==> src/rtl/id_decode_stage_pkg.sv <==
// Shared encodings for the ID stage: opcodes, funct codes, ALU ops, operand
// sources, memory ops and writeback sources.
package id_decode_stage_pkg;

    localparam int ALU_SRC_A_W = 2;
    localparam int ALU_SRC_B_W = 1;
    localparam int MEM_OP_W    = 4;
    localparam int DEST_SRC_W  = 2;
    localparam int ALU_ENC_W   = 4;

    localparam logic [6:0] OPCODE_OP     = 7'h33;
    localparam logic [6:0] OPCODE_OP_IMM = 7'h13;
    localparam logic [6:0] OPCODE_LOAD   = 7'h03;
    localparam logic [6:0] OPCODE_STORE  = 7'h23;
    localparam logic [6:0] OPCODE_LUI    = 7'h37;
    localparam logic [6:0] OPCODE_AUIPC  = 7'h17;

    localparam logic [2:0] FUNCT3_LB  = 3'd0;
    localparam logic [2:0] FUNCT3_LH  = 3'd1;
    localparam logic [2:0] FUNCT3_LW  = 3'd2;
    localparam logic [2:0] FUNCT3_LBU = 3'd4;
    localparam logic [2:0] FUNCT3_LHU = 3'd5;
    localparam logic [2:0] FUNCT3_SB  = 3'd0;
    localparam logic [2:0] FUNCT3_SH  = 3'd1;
    localparam logic [2:0] FUNCT3_SW  = 3'd2;

    localparam logic [2:0] FUNCT3_ADD_SUB = 3'd0;
    localparam logic [2:0] FUNCT3_SLL     = 3'd1;
    localparam logic [2:0] FUNCT3_SLT     = 3'd2;
    localparam logic [2:0] FUNCT3_SLTU    = 3'd3;
    localparam logic [2:0] FUNCT3_XOR     = 3'd4;
    localparam logic [2:0] FUNCT3_SRL_SRA = 3'd5;
    localparam logic [2:0] FUNCT3_OR      = 3'd6;
    localparam logic [2:0] FUNCT3_AND     = 3'd7;

    localparam logic [6:0] FUNCT7_NORMAL = 7'h00;
    localparam logic [6:0] FUNCT7_ALT    = 7'h20;

    typedef enum logic [ALU_ENC_W-1:0] {
        ALU_ADD  = 4'd0,
        ALU_SUB  = 4'd1,
        ALU_SLL  = 4'd2,
        ALU_SLT  = 4'd3,
        ALU_SLTU = 4'd4,
        ALU_XOR  = 4'd5,
        ALU_SRL  = 4'd6,
        ALU_SRA  = 4'd7,
        ALU_OR   = 4'd8,
        ALU_AND  = 4'd9
    } alu_op_e;

    typedef enum logic [ALU_SRC_A_W-1:0] {
        ALU_SRC_A_XPR  = 2'd0,
        ALU_SRC_A_PC   = 2'd1,
        ALU_SRC_A_ZERO = 2'd2
    } alu_src_a_e;

    typedef enum logic [ALU_SRC_B_W-1:0] {
        ALU_SRC_B_XPR = 1'b0,
        ALU_SRC_B_IMM = 1'b1
    } alu_src_b_e;

    typedef enum logic [MEM_OP_W-1:0] {
        MEM_OP_NOP      = 4'd0,
        MEM_OP_RD_BYTE  = 4'd1,
        MEM_OP_RD_HALF  = 4'd2,
        MEM_OP_RD_WORD  = 4'd3,
        MEM_OP_RD_BYTEU = 4'd4,
        MEM_OP_RD_HALFU = 4'd5,
        MEM_OP_WR_BYTE  = 4'd6,
        MEM_OP_WR_HALF  = 4'd7,
        MEM_OP_WR_WORD  = 4'd8
    } mem_op_e;

    typedef enum logic [DEST_SRC_W-1:0] {
        DEST_SRC_NONE = 2'd0,
        DEST_SRC_ALU  = 2'd1,
        DEST_SRC_MEM  = 2'd2
    } dest_src_e;

    // Base ALU op for a funct3 when funct7 is the normal encoding.
    function automatic alu_op_e alu_from_funct3(input logic [2:0] funct3);
        case (funct3)
            FUNCT3_ADD_SUB: return ALU_ADD;
            FUNCT3_SLL:     return ALU_SLL;
            FUNCT3_SLT:     return ALU_SLT;
            FUNCT3_SLTU:    return ALU_SLTU;
            FUNCT3_XOR:     return ALU_XOR;
            FUNCT3_SRL_SRA: return ALU_SRL;
            FUNCT3_OR:      return ALU_OR;
            default:        return ALU_AND;
        endcase
    endfunction

    function automatic logic [31:0] imm_u(input logic [31:0] instr);
        return {instr[31:12], 12'b0};
    endfunction

endpackage

==> src/rtl/id_decode_core.sv <==
// Purely combinational instruction decoder: maps one 32-bit instruction to the
// decoded control bundle and flags encodings it does not recognise.
module id_decode_core
    import id_decode_stage_pkg::*;
#(
    parameter int WORD_W     = 32,
    parameter int REG_ADDR_W = 5
) (
    input  logic [31:0]           instr,
    output alu_op_e               alu_op,
    output logic [WORD_W-1:0]     imm,
    output alu_src_a_e            alu_a_src,
    output alu_src_b_e            alu_b_src,
    output mem_op_e               mem_op,
    output dest_src_e             dest_src,
    output logic [REG_ADDR_W-1:0] rd,
    output logic                  illegal
);

    logic [6:0] opcode;
    logic [2:0] funct3;
    logic [6:0] funct7;

    assign opcode = instr[6:0];
    assign funct3 = instr[14:12];
    assign funct7 = instr[31:25];

    always_comb begin
        // NOTE: every output gets a default before the case so no path leaves
        // a value unassigned, which would otherwise infer a latch.
        alu_op    = ALU_ADD;
        imm       = '0;
        alu_a_src = ALU_SRC_A_XPR;
        alu_b_src = ALU_SRC_B_XPR;
        mem_op    = MEM_OP_NOP;
        dest_src  = DEST_SRC_NONE;
        rd        = REG_ADDR_W'(instr[11:7]);
        illegal   = 1'b0;

        case (opcode)
            OPCODE_OP: begin
                dest_src = DEST_SRC_ALU;
                alu_op   = alu_from_funct3(funct3);
                if (funct7 == FUNCT7_ALT && funct3 == FUNCT3_ADD_SUB) begin
                    alu_op = ALU_SUB;
                end else if (funct7 == FUNCT7_ALT && funct3 == FUNCT3_SRL_SRA) begin
                    alu_op = ALU_SRA;
                end else if (funct7 != FUNCT7_NORMAL) begin
                    illegal = 1'b1;
                end
            end
            OPCODE_OP_IMM: begin
                alu_b_src = ALU_SRC_B_IMM;
                dest_src  = DEST_SRC_ALU;
                alu_op    = alu_from_funct3(funct3);
                imm       = WORD_W'($signed(instr[31:20]));
                if (funct3 == FUNCT3_SLL) begin
                    imm     = WORD_W'(instr[24:20]);
                    illegal = (funct7 != FUNCT7_NORMAL);
                end else if (funct3 == FUNCT3_SRL_SRA) begin
                    imm = WORD_W'(instr[24:20]);
                    if (funct7 == FUNCT7_ALT) begin
                        alu_op = ALU_SRA;
                    end else if (funct7 != FUNCT7_NORMAL) begin
                        illegal = 1'b1;
                    end
                end
            end
            OPCODE_LOAD: begin
                alu_b_src = ALU_SRC_B_IMM;
                dest_src  = DEST_SRC_MEM;
                imm       = WORD_W'($signed(instr[31:20]));
                case (funct3)
                    FUNCT3_LB:  mem_op = MEM_OP_RD_BYTE;
                    FUNCT3_LH:  mem_op = MEM_OP_RD_HALF;
                    FUNCT3_LW:  mem_op = MEM_OP_RD_WORD;
                    FUNCT3_LBU: mem_op = MEM_OP_RD_BYTEU;
                    FUNCT3_LHU: mem_op = MEM_OP_RD_HALFU;
                    default:    illegal = 1'b1;
                endcase
            end
            OPCODE_STORE: begin
                alu_b_src = ALU_SRC_B_IMM;
                rd        = '0;
                imm       = WORD_W'($signed({instr[31:25], instr[11:7]}));
                case (funct3)
                    FUNCT3_SB: mem_op = MEM_OP_WR_BYTE;
                    FUNCT3_SH: mem_op = MEM_OP_WR_HALF;
                    FUNCT3_SW: mem_op = MEM_OP_WR_WORD;
                    default:   illegal = 1'b1;
                endcase
            end
            OPCODE_LUI, OPCODE_AUIPC: begin
                alu_a_src = (opcode == OPCODE_LUI) ? ALU_SRC_A_ZERO : ALU_SRC_A_PC;
                alu_b_src = ALU_SRC_B_IMM;
                dest_src  = DEST_SRC_ALU;
                imm       = WORD_W'($signed(imm_u(instr)));
            end
            default: illegal = 1'b1;
        endcase

        // An unrecognised encoding must not cause any architectural side effect.
        if (illegal) begin
            alu_op    = ALU_ADD;
            imm       = '0;
            alu_a_src = ALU_SRC_A_XPR;
            alu_b_src = ALU_SRC_B_XPR;
            mem_op    = MEM_OP_NOP;
            dest_src  = DEST_SRC_NONE;
            rd        = '0;
        end
    end

endmodule

==> src/rtl/id_decode_stage.sv <==
// Registered ID stage between IF and EX: decodes at accept time and holds up to
// two decoded entries (main + skid) behind a valid/ready handshake with flush.
module id_decode_stage
    import id_decode_stage_pkg::*;
#(
    parameter int INSTR_W    = 32,
    parameter int WORD_W     = 32,
    parameter int ALU_OP_W   = 4,
    parameter int PC_W       = 32,
    parameter int REG_ADDR_W = 5
) (
    input  logic                   clk,
    input  logic                   rst,
    input  logic                   flush,
    input  logic                   in_valid,
    output logic                   in_ready,
    input  logic [INSTR_W-1:0]     in_instr,
    input  logic [PC_W-1:0]        in_pc,
    output logic                   out_valid,
    input  logic                   out_ready,
    output logic [ALU_OP_W-1:0]    out_alu_op,
    output logic [WORD_W-1:0]      out_imm,
    output logic [ALU_SRC_A_W-1:0] out_alu_a_src,
    output logic [ALU_SRC_B_W-1:0] out_alu_b_src,
    output logic [MEM_OP_W-1:0]    out_mem_op,
    output logic [DEST_SRC_W-1:0]  out_dest_src,
    output logic [REG_ADDR_W-1:0]  out_rd,
    output logic [PC_W-1:0]        out_pc,
    output logic                   out_illegal
);

    typedef enum logic [1:0] {
        ST_EMPTY = 2'd0,
        ST_ONE   = 2'd1,
        ST_TWO   = 2'd2
    } state_e;

    typedef struct packed {
        logic                  illegal;
        alu_op_e               alu_op;
        logic [WORD_W-1:0]     imm;
        alu_src_a_e            alu_a_src;
        alu_src_b_e            alu_b_src;
        mem_op_e               mem_op;
        dest_src_e             dest_src;
        logic [REG_ADDR_W-1:0] rd;
        logic [PC_W-1:0]       pc;
    } entry_t;

    alu_op_e               dec_alu_op;
    logic [WORD_W-1:0]     dec_imm;
    alu_src_a_e            dec_alu_a_src;
    alu_src_b_e            dec_alu_b_src;
    mem_op_e               dec_mem_op;
    dest_src_e             dec_dest_src;
    logic [REG_ADDR_W-1:0] dec_rd;
    logic                  dec_illegal;
    entry_t                dec;

    state_e state;
    entry_t main_q;
    entry_t skid_q;
    logic   accept;
    logic   retire;

    id_decode_core #(
        .WORD_W     (WORD_W),
        .REG_ADDR_W (REG_ADDR_W)
    ) u_core (
        .instr     (in_instr[31:0]),
        .alu_op    (dec_alu_op),
        .imm       (dec_imm),
        .alu_a_src (dec_alu_a_src),
        .alu_b_src (dec_alu_b_src),
        .mem_op    (dec_mem_op),
        .dest_src  (dec_dest_src),
        .rd        (dec_rd),
        .illegal   (dec_illegal)
    );

    assign dec = '{
        illegal:   dec_illegal,
        alu_op:    dec_alu_op,
        imm:       dec_imm,
        alu_a_src: dec_alu_a_src,
        alu_b_src: dec_alu_b_src,
        mem_op:    dec_mem_op,
        dest_src:  dec_dest_src,
        rd:        dec_rd,
        pc:        in_pc
    };

    assign accept = in_valid & in_ready;
    assign retire = out_valid & out_ready;

    // in_ready and out_valid are registered alongside the state so both ports
    // see flop outputs only.
    always_ff @(posedge clk or posedge rst) begin
        // NOTE: sequential state uses non-blocking assignments so every flop
        // samples the pre-edge values regardless of statement order.
        if (rst) begin
            // NOTE: the two entry registers are reset as well because their
            // contents drive the data outputs directly and must read 0/NOP.
            state     <= ST_EMPTY;
            in_ready  <= 1'b1;
            out_valid <= 1'b0;
            main_q    <= '0;
            skid_q    <= '0;
        end else if (flush) begin
            state     <= ST_EMPTY;
            in_ready  <= 1'b1;
            out_valid <= 1'b0;
        end else begin
            case (state)
                ST_EMPTY: begin
                    if (accept) begin
                        main_q    <= dec;
                        state     <= ST_ONE;
                        out_valid <= 1'b1;
                    end
                end
                ST_ONE: begin
                    if (accept && retire) begin
                        main_q <= dec;
                    end else if (accept) begin
                        skid_q   <= dec;
                        state    <= ST_TWO;
                        in_ready <= 1'b0;
                    end else if (retire) begin
                        state     <= ST_EMPTY;
                        out_valid <= 1'b0;
                    end
                end
                ST_TWO: begin
                    if (retire) begin
                        main_q   <= skid_q;
                        state    <= ST_ONE;
                        in_ready <= 1'b1;
                    end
                end
                default: begin
                    state     <= ST_EMPTY;
                    in_ready  <= 1'b1;
                    out_valid <= 1'b0;
                end
            endcase
        end
    end

    assign out_alu_op    = ALU_OP_W'(main_q.alu_op);
    assign out_imm       = main_q.imm;
    assign out_alu_a_src = main_q.alu_a_src;
    assign out_alu_b_src = main_q.alu_b_src;
    assign out_mem_op    = main_q.mem_op;
    assign out_dest_src  = main_q.dest_src;
    assign out_rd        = main_q.rd;
    assign out_pc        = main_q.pc;
    assign out_illegal   = main_q.illegal;

endmodule

==> config.mk <==
export PLATFORM = sky130hd
export DESIGN_NAME = id_decode_stage
export DESIGN_NICKNAME = d
export VERILOG_FILES = /design/src/rtl/id_decode_stage_pkg.sv /design/src/rtl/id_decode_core.sv /design/src/rtl/id_decode_stage.sv
export SDC_FILE = /design/constraint.sdc
export NUM_CORES = 1
export LEC_CHECK = 0
export CAP_MARGIN = 20
export CORE_MARGIN = 4
export CORE_UTILIZATION = 54
export CTS_CLUSTER_DIAMETER = 150
export CTS_CLUSTER_SIZE = 40
export DETAILED_ROUTE_END_ITERATION = 16
export GPL_TIMING_DRIVEN = 0
export PLACE_DENSITY = 0.81
export SKIP_CTS_REPAIR_TIMING = 1
export SLEW_MARGIN = 25
export SYNTH_ARGS = -nofsm -noshare
export SYNTH_HDL_FRONTEND = slang
export SYNTH_HIERARCHICAL = 1
export SYNTH_SLANG_ARGS = --single-unit
==> constraint.sdc <==
create_clock -name clk -period 6.5 [get_ports clk]
set_input_delay 0.975 -clock clk [delete_from_list [all_inputs] [get_ports clk]]
set_output_delay 0.975 -clock clk [all_outputs]
set_load 0.1 [all_outputs]
# ---- Word-level counts from Yosys, hierarchy flattened
# Index checks and enable logic that the tools add are counted.
dict set report word_totals {
  word_cells 125
  out_inout_bits 85
  reg_bits 170
  input_bits 69
}
dict set report classes {
  reduce_logical 17
  mux 56
  n_bitwise 4
  eq_ne 27
}
# op count
set op_table {}
lappend op_table {{83-bit 2-to-1 mux} 3}
lappend op_table {{83-bit one-hot mux with 3 select lines} 1}
lappend op_table {{32-bit one-hot mux with 4 select lines} 1}
lappend op_table {{32-bit 2-to-1 mux} 3}
lappend op_table {{7-bit by 6-bit equality test with 1-bit output, second input constant} 4}
lappend op_table {{4-bit 2-to-1 mux} 7}
lappend op_table {{4-bit one-hot mux with 7 select lines} 1}
lappend op_table {{2-bit 2-to-1 mux} 10}
lappend op_table {{1-bit 2-to-1 mux} 19}
lappend op_table {{3-bit inequality test, second input constant} 6}
lappend op_table {{4-bit one-hot mux with 2 select lines} 2}
lappend op_table {{3-bit one-hot mux with 5 select lines} 1}
lappend op_table {{7-bit by 5-bit equality test with 1-bit output, second input constant} 2}
lappend op_table {{4-bit one-hot mux with 3 select lines} 1}
lappend op_table {{4-bit AND reduction} 3}
lappend op_table {{5-bit 2-to-1 mux} 2}
lappend op_table {{2-bit inequality test, second input constant} 5}
lappend op_table {{5-bit AND reduction} 2}
lappend op_table {{5-bit OR reduction} 2}
lappend op_table {{3-bit equality test, second input constant} 3}
lappend op_table {{7-bit by 2-bit equality test with 1-bit output, second input constant} 1}
lappend op_table {{7-bit nonzero test} 1}
lappend op_table {{3-bit by 2-bit equality test with 1-bit output, second input constant} 2}
lappend op_table {{1-bit one-hot mux with 3 select lines} 2}
lappend op_table {{16 further kinds} 20}

# ---- Depth between registers and ports, before layout
dict set report logic_depth {
  word_depth 9
  depth_mapped 9
  depth_no_buf 7
}

# ---- Modules after synthesis
# Netlist, hierarchy kept.
# module cells_each n_inst seq_area_each_um2 area_each_um2
set modules_own_cells {}
lappend modules_own_cells {id_decode_stage 695 1 4255.3 8175.3}
lappend modules_own_cells {id_decode_core 111 1 0.0 745.7}

# ---- Worst setup path after synthesis
# OpenSTA, ideal clock, no wires.
dict set report synth_path {
  path_kind {input -> register}
  startpoint {input in_instr[25]}
  endpoint {register main_q, in the netlist out_alu_op[0]}
  slack_ns 4.026
  required_time_ns 6.413
  arrival_ns 2.387
  path_buffers 0
  cell_stages 7
  cell_sequence {or4_4 nor4b_2 a211o_2 o21ai_2 a211oi_2 a211oi_1 a22oi_1}
}
dict set report synth_between {
  elab_chain_len 9
}
# item line
set synth_lines {}
lappend synth_lines {{start: declaration} id_decode_stage.sv:17} ;# input logic [INSTR_W-1:0] in_instr,
lappend synth_lines {{7-bit nonzero test} {id_decode_core.sv:48, id_decode_core.sv:59, id_decode_core.sv:64}}
lappend synth_lines {{1-bit 2-to-1 mux} {id_decode_core.sv:48, id_decode_core.sv:64}}
lappend synth_lines {{1-bit 2-to-1 mux} id_decode_core.sv:62} ;# if (funct7 == FUNCT7_ALT) begin
lappend synth_lines {{1-bit 2-to-1 mux} id_decode_core.sv:60} ;# end else if (funct3 == FUNCT3_SRL_SRA) begin
lappend synth_lines {{1-bit 2-to-1 mux} id_decode_core.sv:57} ;# if (funct3 == FUNCT3_SLL) begin
lappend synth_lines {{1-bit one-hot mux with 5 select lines} id_decode_core.sv:40} ;# case (opcode)
lappend synth_lines {{4-bit 2-to-1 mux *} id_decode_core.sv:103} ;# if (illegal) begin
lappend synth_lines {{via dec_alu_op[0]} id_decode_stage.sv:50} ;# alu_op_e dec_alu_op;
lappend synth_lines {{83-bit 2-to-1 mux (on tied branches)} {id_decode_stage.sv:123, id_decode_stage.sv:116}}
lappend synth_lines {{83-bit one-hot mux with 3 select lines *} id_decode_stage.sv:114} ;# case (state)
lappend synth_lines {{end signal: assignment} id_decode_stage.sv:136} ;# main_q <= skid_q;
lappend synth_lines {{end: declaration} id_decode_stage.sv:61} ;# entry_t main_q;
# Mark *: on every way through the listed nets, which the timed path passes. The rest lies on a longest branch. The select of a mux whose other input is x is not followed.
# A chain may end at the register's enable or synchronous reset.

# ---- Worst setup path in the final report
dict set report layout_path {
  startpoint {register in_ready}
  endpoint {output in_ready}
}
# item line
set layout_rtl {}
lappend layout_rtl {{start: declaration} id_decode_stage.sv:16} ;# output logic in_ready,
lappend layout_rtl {{start signal: assignment} id_decode_stage.sv:105} ;# in_ready <= 1'b1;
lappend layout_rtl {{start signal: assignment} id_decode_stage.sv:111} ;# in_ready <= 1'b1;
lappend layout_rtl {{start signal: assignment} id_decode_stage.sv:128} ;# in_ready <= 1'b0;
# No word-level cell between the ends.

==> results by group <==
Synth
  – Yosys reg bits: 170
  – Synth Flop Type: dfrtp_1
  – Synth top area share: 47.4%
  – Synth unique cells: 53
  – Post-synth EDFFs: 0
  – Cell area after synthesis: between 8000 and 9000 um2
  – Syn_nets: between 800 and 900
  – Sequential area share after synthesis: 47.7%
  – Yosys warns: 6
  – Syn Area/Cell: 11.1 um2
  – Mapped Cells: approximately 810
  – Synth area leaders: dfrtp_1 (47%), mux2_1 (8.8%), and3b_1 (8.3%)
  – Largest area contributor in the netlist: dfrtp_1
  – Ys async rst share: 100%

Job
  – Max cap viols: 0

Global routing
  – GR Layer Usage met2: 44.3%
  – Tot GR Track Use: 27.6%
  – Met3 Use GR: around 5.2%
  – Vias in the first global route: 7585
  – First-pass GRT wire length: 40100 um
  – Global route hottest layer: met2
  – Initial antenna violation count: 0
  – Largest net degree at the start of global routing: 100
  – Met1 Resource Use GR: a little under two fifths
  – GR Overflow Total: 0

Die
  – Die area: 18600 um2
  – Row cnt: 46
  – Die Y: 137 um
  – Initial core utilization: 55.6%
  – Die Wd: around 140 um
  – Core area: approximately 16000 um2
  – I/O pin total: 154

Placed design
  – Placed instance area: approximately 11000 um2
  – Number of I/O port buffers: 150
  – Hpwl dp: 17300 um
  – RePlAce Congestion: between 0.9 and 1

Final layout
  – Nets: 1045
  – Fin area: 11300 um2
  – Area delta synth->final: 27.2%
  – Most common library cell in the layout ignoring fill and taps: dfrtp_1
  – Final Util: 70.6%
  – Register area: 4260 um2
  – Area occupied by multi-input gates: 4200 um2
  – Fillers: between 1000 and 1500
  – Most frequent cells in the layout: dfrtp_1 (169), clkdlybuf4s50_1 (150), a21oi_1 (92)
  – # diodes: 0
  – Share of cells above drive strength 1: about a tenth

Clock network
  – CTS clk-pin slew, worst paths: 60 ps
  – Clock Root Buffer: clkbuf_16
  – Htree depth: 4
  – Clk Latency, worst-skew pair: ~430 ps
  – # clock sinks: 170
  – CTS tree: done
  – TritonCTS Buffers: 17
  – Clk buf depth: 2

Setup path
  – Endpoint class of the critical path: output port
  – WP buf/inv: 1
  – CP startpoint kind: flop
  – CP max stage delay: 1160 ps
  – Family with the most delay on the worst path: buffers and inverters
  – CP Cell Sequence: clkdlybuf4s50_1
  – Crit path max-delay cell type: clkdlybuf4s50_1
  – Critical path fanouts, max: 8
  – Required time of the critical path: roughly 5500 ps
  – Critical Path AT: 2220 ps
  – Setup Crit Path Kind: flop to output port

STA
  – Fin Clk Skew: 6.15 ps
  – Final setup vio count: 0
  – Worst-Margin Slew: 1050 ps
  – Min Clock Period, post-route: 3190 ps
  – Crit share post-route: 49.1%
  – Max Slew Vio Count: 0
  – Hold Slack: between 400 and 500 ps
  – Relative slew slack: between 30% and 40%
  – Unrepaired setup endpoints after global routing: false
  – Fmax: 0.313 GHz
  – Final Hold Fails: 0

Power and ir drop
  – VDD IR max: approximately 0.47 mV
  – Cell area power density: 540 nW/um2
  – Total power draw: 6.12 mW
  – Leakage: 5.21 nW

Route
  – DRT Pass-1 Iters: 5
  – Number of vias per cell: between 6 and 7
  – Vias: 7448
  – Average wire per standard cell: 20.7 um
  – Detailed Route Iter0 Violations: 630
  – Detail Route Antenna Nets: 0
  – Total Wirelength: 25000 um
  – DRC viols: 0

Hold path
  – Hold Path Class: flop to flop

Outcome
  – Status: completed
-- where the power goes --
part / leakage, nW / internal (mW) / switching (mW) / total (mW)
clock: 0.292 / 0.651 / 0.417 / 1.07
sequential: 2.10 / 1.43 / 0.225 / 1.66
combinational: 2.82 / 0.842 / 2.55 / 3.39
-- logic make-up after synthesis --
| kind of cell | Yosys count | share of synthesized area (%) |
|---|---|---|
| mux | 84 | 10.6 |
| flops | 170 | 47.7 |
| simple gates | 147 | 12.7 |
| buf+inv | 96 | 5.23 |
| xor+xnor | 2 | 0.196 |
| compound gates | 307 | 23.6 |
-- Yosys cell counts, drive strengths merged, types with 2 or more instances --
| library cell | n |
|---|---|
| dfrtp | 169 |
| a21oi | 92 |
| a22oi | 88 |
| a211oi | 85 |
| and3b | 85 |
| mux2 | 84 |
| clkbuf | 52 |
| buf | 40 |
| a21o | 23 |
| and2 | 15 |
| nor2 | 14 |
| nand2 | 9 |
| nor3 | 6 |
| o21ai | 6 |
| nand2b | 5 |
| inv | 4 |
| o21a | 3 |
| a211o | 2 |
| a21boi | 2 |
| a221oi | 2 |
| nand3b | 2 |
| nor2b | 2 |
| o31ai | 2 |
-- sequential cells by signal, indices dropped and copies added (netlist names), 2 cells and up --
signal	cells
state	2
out_pc	32
out_imm	32
out_alu_op	4
out_rd	5
out_alu_a_src	2
out_dest_src	2
skid_q	83
out_mem_op	4
-- cell type report --
type	instances	area share (%)
Buffer	92	3.98
Clock buffer	20	3.94
Clock inverter	11	1.50
Inverter	4	0.199
Multi-Input combinational cell	540	37.0
Sequential cell	170	37.5
Tap cell	216	2.38
Timing Repair Buffer	151	13.5
-- worst paths after layout --
path | depth (start not counted) | to | start | slack (ps)
min in group asynchronous | 2 | state[1]$_DFFE_PP0P_ | rst | 1000
max in group asynchronous | 3 | out_pc[25]$_DFFE_PP0P_ | rst | 4660
hold / removal | 1 | skid_q[14]$_DFFE_PP0P_ | skid_q[14]$_DFFE_PP0P_ | 480
setup reg to reg | 6 | out_pc[25]$_DFFE_PP0P_ | state[1]$_DFFE_PP0P_ | 4260
setup / recovery | 1 | in_ready | in_ready$_DFFE_PP1P_ | 3310
hold reg to reg | 1 | skid_q[14]$_DFFE_PP0P_ | skid_q[14]$_DFFE_PP0P_ | 480
-- per-layer routing --
metal  wire [um]  vias to the layer above
li1            -                     3403
met1       10800                     3722
met2       12000                      267
met3        1480                       56
met4         750                        0
met5           0                        -
-- worst register-to-register path, delay by kind of cell (launching register included) --
kind,cells,cell delay (ps)
buf+inv,3,1230
flops,1,370
compound gates,2,350
simple gates,1,140
-- stage by stage --
stage	instances	worst slack, ps	TNS, ps
after detailed placement	1173	3200	0
after global routing	1204	3270	0
final	1204	3310	0
after floorplan	806	923	0
after CTS	1204	3290	0
after global placement	1172	-1450	-242240
Power figures use the tool's default switching activity.
